===== src/rtl/uart_rcv.sv =====
// 8N1 asynchronous serial receiver: two-flop synchronizer, mid-bit sampling, break hold-off.
// Optional `UART_RCV_STOP_CHECK_EN drops frames whose stop sample is 0 instead of strobing them.
module uart_rcv #(
  parameter int CLKS_PER_BIT = 1302
) (
  input  logic       clk,
  input  logic       reset,
  output logic       full,
  output logic [7:0] parallel_out,
  input  logic       serial_in
);

  localparam int CNT_W = $clog2(CLKS_PER_BIT);
  localparam logic [CNT_W-1:0] HALF_M1 = CNT_W'(CLKS_PER_BIT / 2 - 1);
  localparam logic [CNT_W-1:0] FULL_M1 = CNT_W'(CLKS_PER_BIT - 1);

  typedef enum logic [2:0] {
    ST_IDLE      = 3'd0,
    ST_START     = 3'd1,
    ST_DATA      = 3'd2,
    ST_STOP      = 3'd3,
    ST_WAIT_HIGH = 3'd4
  } state_e;

  logic             sync1_q;
  logic             sync2_q;
  logic             rx_s;
  state_e           state_q;
  logic [CNT_W-1:0] cnt_q;
  logic [2:0]       bit_idx_q;
  logic [7:0]       shift_q;
  logic [7:0]       shift_d;
  logic             cnt_zero_s;

  assign rx_s       = sync2_q;
  assign cnt_zero_s = (cnt_q == '0);
  assign shift_d    = {rx_s, shift_q[7:1]};

  // Synchronizer resets to the idle level so reset release never looks like a start bit.
  always_ff @(posedge clk or posedge reset) begin
    if (reset) begin
      sync1_q <= 1'b1;
      sync2_q <= 1'b1;
    end else begin
      sync1_q <= serial_in;
      sync2_q <= sync1_q;
    end
  end

  // Receive FSM with registered strobe and byte outputs.
  always_ff @(posedge clk or posedge reset) begin
    if (reset) begin
      state_q      <= ST_IDLE;
      cnt_q        <= '0;
      bit_idx_q    <= 3'd0;
      shift_q      <= 8'h00;
      full         <= 1'b0;
      parallel_out <= 8'h00;
    end else begin
      full <= 1'b0;
      case (state_q)
        ST_IDLE: begin
          if (!rx_s) begin
            cnt_q   <= HALF_M1;
            state_q <= ST_START;
          end
        end
        ST_START: begin
          if (cnt_zero_s) begin
            if (rx_s) begin
              state_q <= ST_IDLE;
            end else begin
              cnt_q     <= FULL_M1;
              bit_idx_q <= 3'd0;
              state_q   <= ST_DATA;
            end
          end else begin
            cnt_q <= cnt_q - CNT_W'(1);
          end
        end
        ST_DATA: begin
          if (cnt_zero_s) begin
            shift_q   <= shift_d;
            cnt_q     <= FULL_M1;
            bit_idx_q <= bit_idx_q + 3'd1;
            if (bit_idx_q == 3'd7) begin
              state_q <= ST_STOP;
            end
          end else begin
            cnt_q <= cnt_q - CNT_W'(1);
          end
        end
        ST_STOP: begin
          if (cnt_zero_s) begin
`ifdef UART_RCV_STOP_CHECK_EN
            if (rx_s) begin
              full         <= 1'b1;
              parallel_out <= shift_q;
              state_q      <= ST_IDLE;
            end else begin
              state_q <= ST_WAIT_HIGH;
            end
`else
            full         <= 1'b1;
            parallel_out <= shift_q;
            state_q      <= rx_s ? ST_IDLE : ST_WAIT_HIGH;
`endif
          end else begin
            cnt_q <= cnt_q - CNT_W'(1);
          end
        end
        // A held-low break must see the line return high before a new frame can start.
        ST_WAIT_HIGH: begin
          if (rx_s) begin
            state_q <= ST_IDLE;
          end
        end
        default: begin
          state_q <= ST_IDLE;
        end
      endcase
    end
  end

endmodule


===== config.mk =====
export PLATFORM = sky130hd
export DESIGN_NAME = uart_rcv
export DESIGN_NICKNAME = d
export VERILOG_FILES = /design/src/rtl/uart_rcv.sv
export SDC_FILE = /design/constraint.sdc
export NUM_CORES = 1
export LEC_CHECK = 0
export CORE_MARGIN = 8
export CORE_UTILIZATION = 30
export CTS_BUF_LIST = sky130_fd_sc_hd__clkbuf_16
export DETAILED_ROUTE_END_ITERATION = 8
export PLACE_DENSITY_LB_ADDON = 0.3
export SLEW_MARGIN = 20
export SYNTH_ARGS = -nofsm -noshare
export SYNTH_HDL_FRONTEND = slang
export SYNTH_SLANG_ARGS = --single-unit
export TNS_END_PERCENT = 5

===== constraint.sdc =====
create_clock -name clk -period 2.5 [get_ports clk]
set_clock_uncertainty 0.15 [all_clocks]
set_input_delay 0.5 -clock clk [delete_from_list [all_inputs] [get_ports clk]]
set_output_delay 0.5 -clock clk [all_outputs]
set_load 0.01 [all_outputs]

==> results.md, run 1 <==
* Syn avg cell area at ~12 um^2
* Share of the yosys chip area belonging to registers at 0.460
* Number of buffers and inverters on the critical path at 0
* Die Width at approximately 97 um
* Largest vdd supply drop at around 230 uV
* H-tree Lvls at 2
* Slowest cell delay on critical path at around 0.57 ns
* Largest net degree at the start of global routing at 37
* Vias in the first global route at 1346
* GRT Total Usage at 0.0900
* Row count at 29
* Setup ws final at about 0.19 ns
* Synth warn at 0
* Die area at 9400 um^2
* CTS Buffer Depth at 2
* R2R depth at 4
* Layout fillers at 600
* Vias at roughly 1400
* Resized Gates After CTS at 0
* Max Slew Vio Count at 0
* Fin Setup TNS at 0 ns
* Synth area leader: dfrtp_1
* Worst hold endpoint: rx_s
* CTS Hold Bufs at 0
* Crit. End Element: register
* Final Power at approximately 1.2 mW
* Leak Pwr at roughly 0.97 nW
* Count of final setup violators at 0
* Grt total ovfl at 0
* Setup repair after global routing missed its margin: false
* Switching portion of total power at 0.209
* Ports at 12
* CTS tree: yes
* NetSw at about 0.25 mW
* First-pass GRT wire length at 6960 um
* HP Class: reg2reg
* First drt pass iteration count at 4
* Initial Utilization at 0.310
* Number of buffers created by CTS at 5
* I/O Buffers at 11
* Syn Inst Count at about 160
* Slew margin rel. at 0.614
* Crit-path cells: nor4_4, a31oi_1, o21ai_2, mux2_2
* Most frequent cells in the layout: 34 x dfrtp_1, 13 x inv_1, 11 x clkdlybuf4s50_1
* Library cells used by synthesis at a little under 50
* Post-Place Setup Slack at around 0.20 ns
* Max_cap viols at 0
* Fin crit share at 0.925
* Comb pwr share at 0.017
* Fin area at 2310 um^2
* RR Startpoint: cnt_q[5]
* Via density at 5.28
* Post-DP HPWL at roughly 2800 um
* Routed WL at ~4000 um
* Antenna fix cells at 0
* Internal at about 0.95 mW
* Placed cell area at 2160 um^2
* Final Core Density at 0.363
* Clk_lat worst skew at 0.28 ns
* Synth Register Bits at 36
* Iteration-0 DRC Markers at roughly 140
* Fin. Hold Viols at 0
* Commonest non-fill, non-tap cell in the layout: dfrtp_1
* Reg2Reg Capture Point: cnt_q[0]
* Worst Tran Pin Value at just under 0.6 ns
* Die Ht at around 97 um
* Crit path max-delay cell type: nor4_4
* Num Clock Sinks at 36
* Syn-to-layout area delta at 17.3%
* Crit Path Max Fanout at 9
* Outcome: completed
* Fmax at 432 MHz
* Root Buffer: clkbuf_16
* Reg power frac at 0.487
* Critical path startpoint category: register
* Synth top area share at 0.433
* Synth Cell Area at 1970 um^2
* Crit path max-delay family: compound AO/OA/AOI/OAI gates
* Wirelength per Cell at roughly 16 um
* Core area at approximately 6300 um^2
* Minimum clock period after layout at about 2.3 ns
* Hold Startpoint: sync1_q
* WP data arrival at 2.33 ns
* Worst hold stages at 0
* Share of layout cells above drive strength 1 at 0.265
* Initial antenna violation count at 0
* Final nets at between 150 and 200
* Synth top area cells: dfrtp_1 43%, mux2_4 7.6%, mux2_2 4.6%, dfstp_2 2.7%, ha_1 2.5%
* Postcts setup bufs at 0
* Antenna Nets Post-Route at 0
* Drt drc at 0
* Setup Crit Path Kind: reg2reg
* Post-Syn Nets at 170
* Power per Cell Area at roughly 520 nW/um^2
* Reg clk slew, reported paths at roughly 0.060 ns
* Setup slack, reg-to-reg at between 0.15 and 0.2 ns
* WP data required at roughly 2.5 ns
* Final GP Congestion at around 0.8
* Clock power frac at 0.496
==> cell families after synthesis <==
kind of cell,Yosys count,synth area share
compound gates,42,0.166
xor+xnor,1,0.00446
fa+ha+maj,4,0.0255
buf+inv,19,0.0516
flops,36,0.460
mux,20,0.132
simple gates,41,0.161
==> how the worst max path moves through the flow <==
stage                  start  endpoint  slack (ns)  cells past startpoint
global route        cnt_q[5]  cnt_q[0]        0.07                      4
finish              cnt_q[5]  cnt_q[0]        0.19                      4
floorplan           cnt_q[5]  cnt_q[0]        0.44                      5
CTS                 cnt_q[5]  cnt_q[0]        0.19                      4
detailed placement  cnt_q[5]  cnt_q[0]        0.20                      4
global placement    cnt_q[5]  cnt_q[0]        0.25                      4
==> registers in the layout (all words and copies together), names as in the netlist <==
name,flops
parallel_out,8
rx_s,1
sync1_q,1
cnt_q,11
shift_q,8
state_q,3
full,1
bit_idx_q,3
==> power by group through the flow <==
stage,registers [mW],logic (mW),clock network (mW)
6_report,0.587,0.0203,0.598
5_1_grt,0.587,0.0245,0.640
4_1_cts,0.587,0.0218,0.612
3_5_place_dp,0.598,0.0217,0
3_3_place_gp,0.598,0.0216,0
2_1_floorplan,0.597,0.0123,0
==> cells in the mapped netlist, drive strengths merged <==
master   instances
or4b             1
dfstp            2
ha               4
or4              3
nor4b            1
o21ai            8
mux2            18
o2111ai          2
or3              4
or3b             1
nand2            2
a22o             2
nand4            2
a211o            1
o311ai           1
nand3b           3
nor4             5
o22a             3
a221oi           6
a21oi            5
nor3b            1
xor2             1
buf              4
o21bai           1
a31oi            3
nand2b           1
o22ai            3
mux2i            2
inv             11
o31ai            2
nor2             6
o31a             1
a311oi           1
a41oi            3
nor3             6
or2              1
nand3            4
dfrtp           34
clkbuf           4
==> final cells by class <==
cell class	count	area, um^2	share of cell area
clock buffer	5	125	0.0543
multi-input combinational	108	961	0.417
inverter	11	41.3	0.0179
tap	77	96.3	0.0418
sequential	36	903	0.392
clock inverter	3	16.3	0.00705
timing repair buffer	18	163	0.0705
==> routing by layer <==
metal	GRT usage	share of wire	wire, um	up-vias
met1	0.119	0.49	1990	663
met4	0.0568	0.023	92	0
met3	0.0206	0.036	145	6
li1	-	-	-	661
met2	0.129	0.45	1790	31
met5	0	0	0	-
==> stage by stage <==
| step | hold WS [ns] | instances |
|---|---|---|
| global placement | 0.197 | 250 |
| CTS | 0.206 | 258 |
| detailed placement | 0.197 | 250 |
| floorplan | 0.195 | 163 |
| global route | 0.209 | 258 |
| finish | 0.206 | 258 |
No activity file was read; power rests on OpenSTA's default activity.
==> run 2, diff against run 1 <==
- clock period: 2.5 -> 2.89 ns (I/O delays scaled with it)
==> run 2 against run 1 <==
Total power fell by 5.1%. Combinational power fell by 12%. Setup slack improved by 0.33 ns. Worst hold slack improved by 0.0030 ns. Design area rose by 0.16%. Count of clock-buffer cells in the layout did not move. Critical path type unchanged.
==> results.md, run 2 (same netlist as run 1, synthesis figures left out) <==
* Ports at 12
* Setup repair after global routing missed its margin: false
* Most frequent cells in the layout: 34 x dfrtp_1, 11 x inv_1, 11 x clkdlybuf4s50_1
* WP data required at just under 3 ns
* Reg power frac at 0.444
* Clk_lat worst skew at 0.28 ns
* Crit path max-delay cell type: or4b_4
* Comb pwr share at 0.016
* Biggest regs: cnt_q: 11 flops, parallel_out: 8 flops, shift_q: 8 flops
* Root Buffer: clkbuf_16
* CTS Hold Bufs at 0
* Antenna Nets Post-Route at 0
* R2R depth at 6
* Fin crit share at 0.822
* Die Ht at just under 100 um
* Crit-path cells: inv_1, ha_1, or4b_4, nor3_2, nand2b_1, mux2_4
* Setup slack, reg-to-reg at roughly 0.5 ns
* First drt pass iteration count at 4
* Die Width at just under 100 um
* Minimum clock period after layout at approximately 2.4 ns
* Die area at around 9400 um^2
* Top reg by flops: cnt_q
* HP Class: reg2reg
* First-pass GRT wire length at 6910 um
* Initial antenna violation count at 0
* Iteration-0 DRC Markers at 110
* Fin. Hold Viols at 0
* Wirelength per Cell at ~16 um
* Fmax at around 420 MHz
* Leak Pwr at 0.962 nW
* Crit path capture: parallel_out[4]
* Final GP Congestion at 0.803
* Internal at 0.916 mW
* Worst Tran Pin Value at between 0.5 and 0.6 ns
* Commonest non-fill, non-tap cell in the layout: dfrtp_1
* Final Core Density at 0.364
* NetSw at approximately 0.23 mW
* Outcome: completed
* Num Clock Sinks at 36
* Final nets at approximately 180
* I/O Buffers at 11
* Grt total ovfl at 0
* Largest vdd supply drop at roughly 340 uV
* Slew margin rel. at 0.605
* Max_cap viols at 0
* Clock power frac at 0.540
* Setup Crit Path Kind: reg2reg
* Crit. End Element: register
* Core area at around 6300 um^2
* CTS Buffer Depth at 2
* Number of buffers created by CTS at 5
* Reg clk slew, reported paths at about 0.060 ns
* Critical path startpoint category: register
* RR Startpoint: cnt_q[0]
* Max Slew Vio Count at 0
* GRT Total Usage at 0.0880
* Crit path launch: cnt_q[0]
* Antenna fix cells at 0
* Fin Setup TNS at 0 ns
* Slowest cell delay on critical path at roughly 0.5 ns
* Routed WL at roughly 4000 um
* Largest net degree at the start of global routing at 37
* Power per Cell Area at between 400 and 500 nW/um^2
* Syn-to-layout area delta at 17.5%
* Initial Utilization at 0.310
* Max reg flops at 11
* Count of final setup violators at 0
* Resized Gates After CTS at 0
* WP data arrival at ~2.4 ns
* Postcts setup bufs at 0
* Reg2Reg Capture Point: parallel_out[4]
* Post-DP HPWL at 2720 um
* CTS tree: yes
* Vias at approximately 1400
* Switching portion of total power at 0.199
* Drt drc at 0
* Row count at 29
* Crit Path Max Fanout at 10
* Share of layout cells above drive strength 1 at 0.264
* Via density at around 5.4
* H-tree Lvls at 2
* Vias in the first global route at about 1400
## run 2: cell types whose count changed in the layout (fill, tap and decap cells not counted)
cell        delta
clkinv_4       -1
buf_4          -3
clkinv_2       +1
clkinvlp_4     +1
bufinv_16      +1
inv_1          -2
## run 2: worst min path at each step
stage / cells past startpoint / to / startpoint
6_report: 0 / rx_s / sync1_q
5_1_grt: 0 / rx_s / sync1_q
4_1_cts: 0 / rx_s / sync1_q
3_3_place_gp: 0 / rx_s / sync1_q
3_5_place_dp: 0 / rx_s / sync1_q
2_1_floorplan: 0 / rx_s / sync1_q
## run 2: layout make-up
class	instances	area [um^2]
tap	77	96.3
sequential	36	903
timing repair buffer	15	140
clock inverter	3	42.5
fill	602	4040
inverter	11	41.3
multi-input combinational	108	961
clock buffer	5	125
## run 2: critical path: cells and delay by family (launching register included)
| family | cells | cell delay [ns] |
|---|---|---|
| simple gates | 3 | 1.02 |
| flops | 1 | 0.41 |
| mux | 1 | 0.41 |
| fa+ha+maj | 1 | 0.16 |
| buf+inv | 1 | 0.10 |
## run 2: stage by stage
step,setup WS [ns],power (mW),cells,hold WS (ns),area [um^2]
final,0.514,1.14,255,0.209,2310
after global placement,0.516,0.536,247,0.196,2140
after floorplan,0.831,0.527,163,0.195,1970
after CTS,0.481,1.16,255,0.211,2310
after detailed placement,0.488,0.536,247,0.201,2140
after global routing,0.370,1.18,255,0.213,2310
## run 2: power groups by stage
stage                     clock network (mW)  logic [mW]  registers [mW]
after detailed placement                   0      0.0188           0.517
after global placement                     0      0.0189           0.517
after floorplan                            0      0.0107           0.516
after global routing                   0.655      0.0211           0.508
after CTS                              0.634      0.0188           0.508
final                                  0.618      0.0179           0.508
## run 2: routing by layer
metal	vias to the layer above	track usage	wire, um
met4	0	0.0462	83
li1	657	-	-
met5	-	0	0
met3	6	0.0213	140
met1	687	0.111	1970
met2	23	0.135	1840
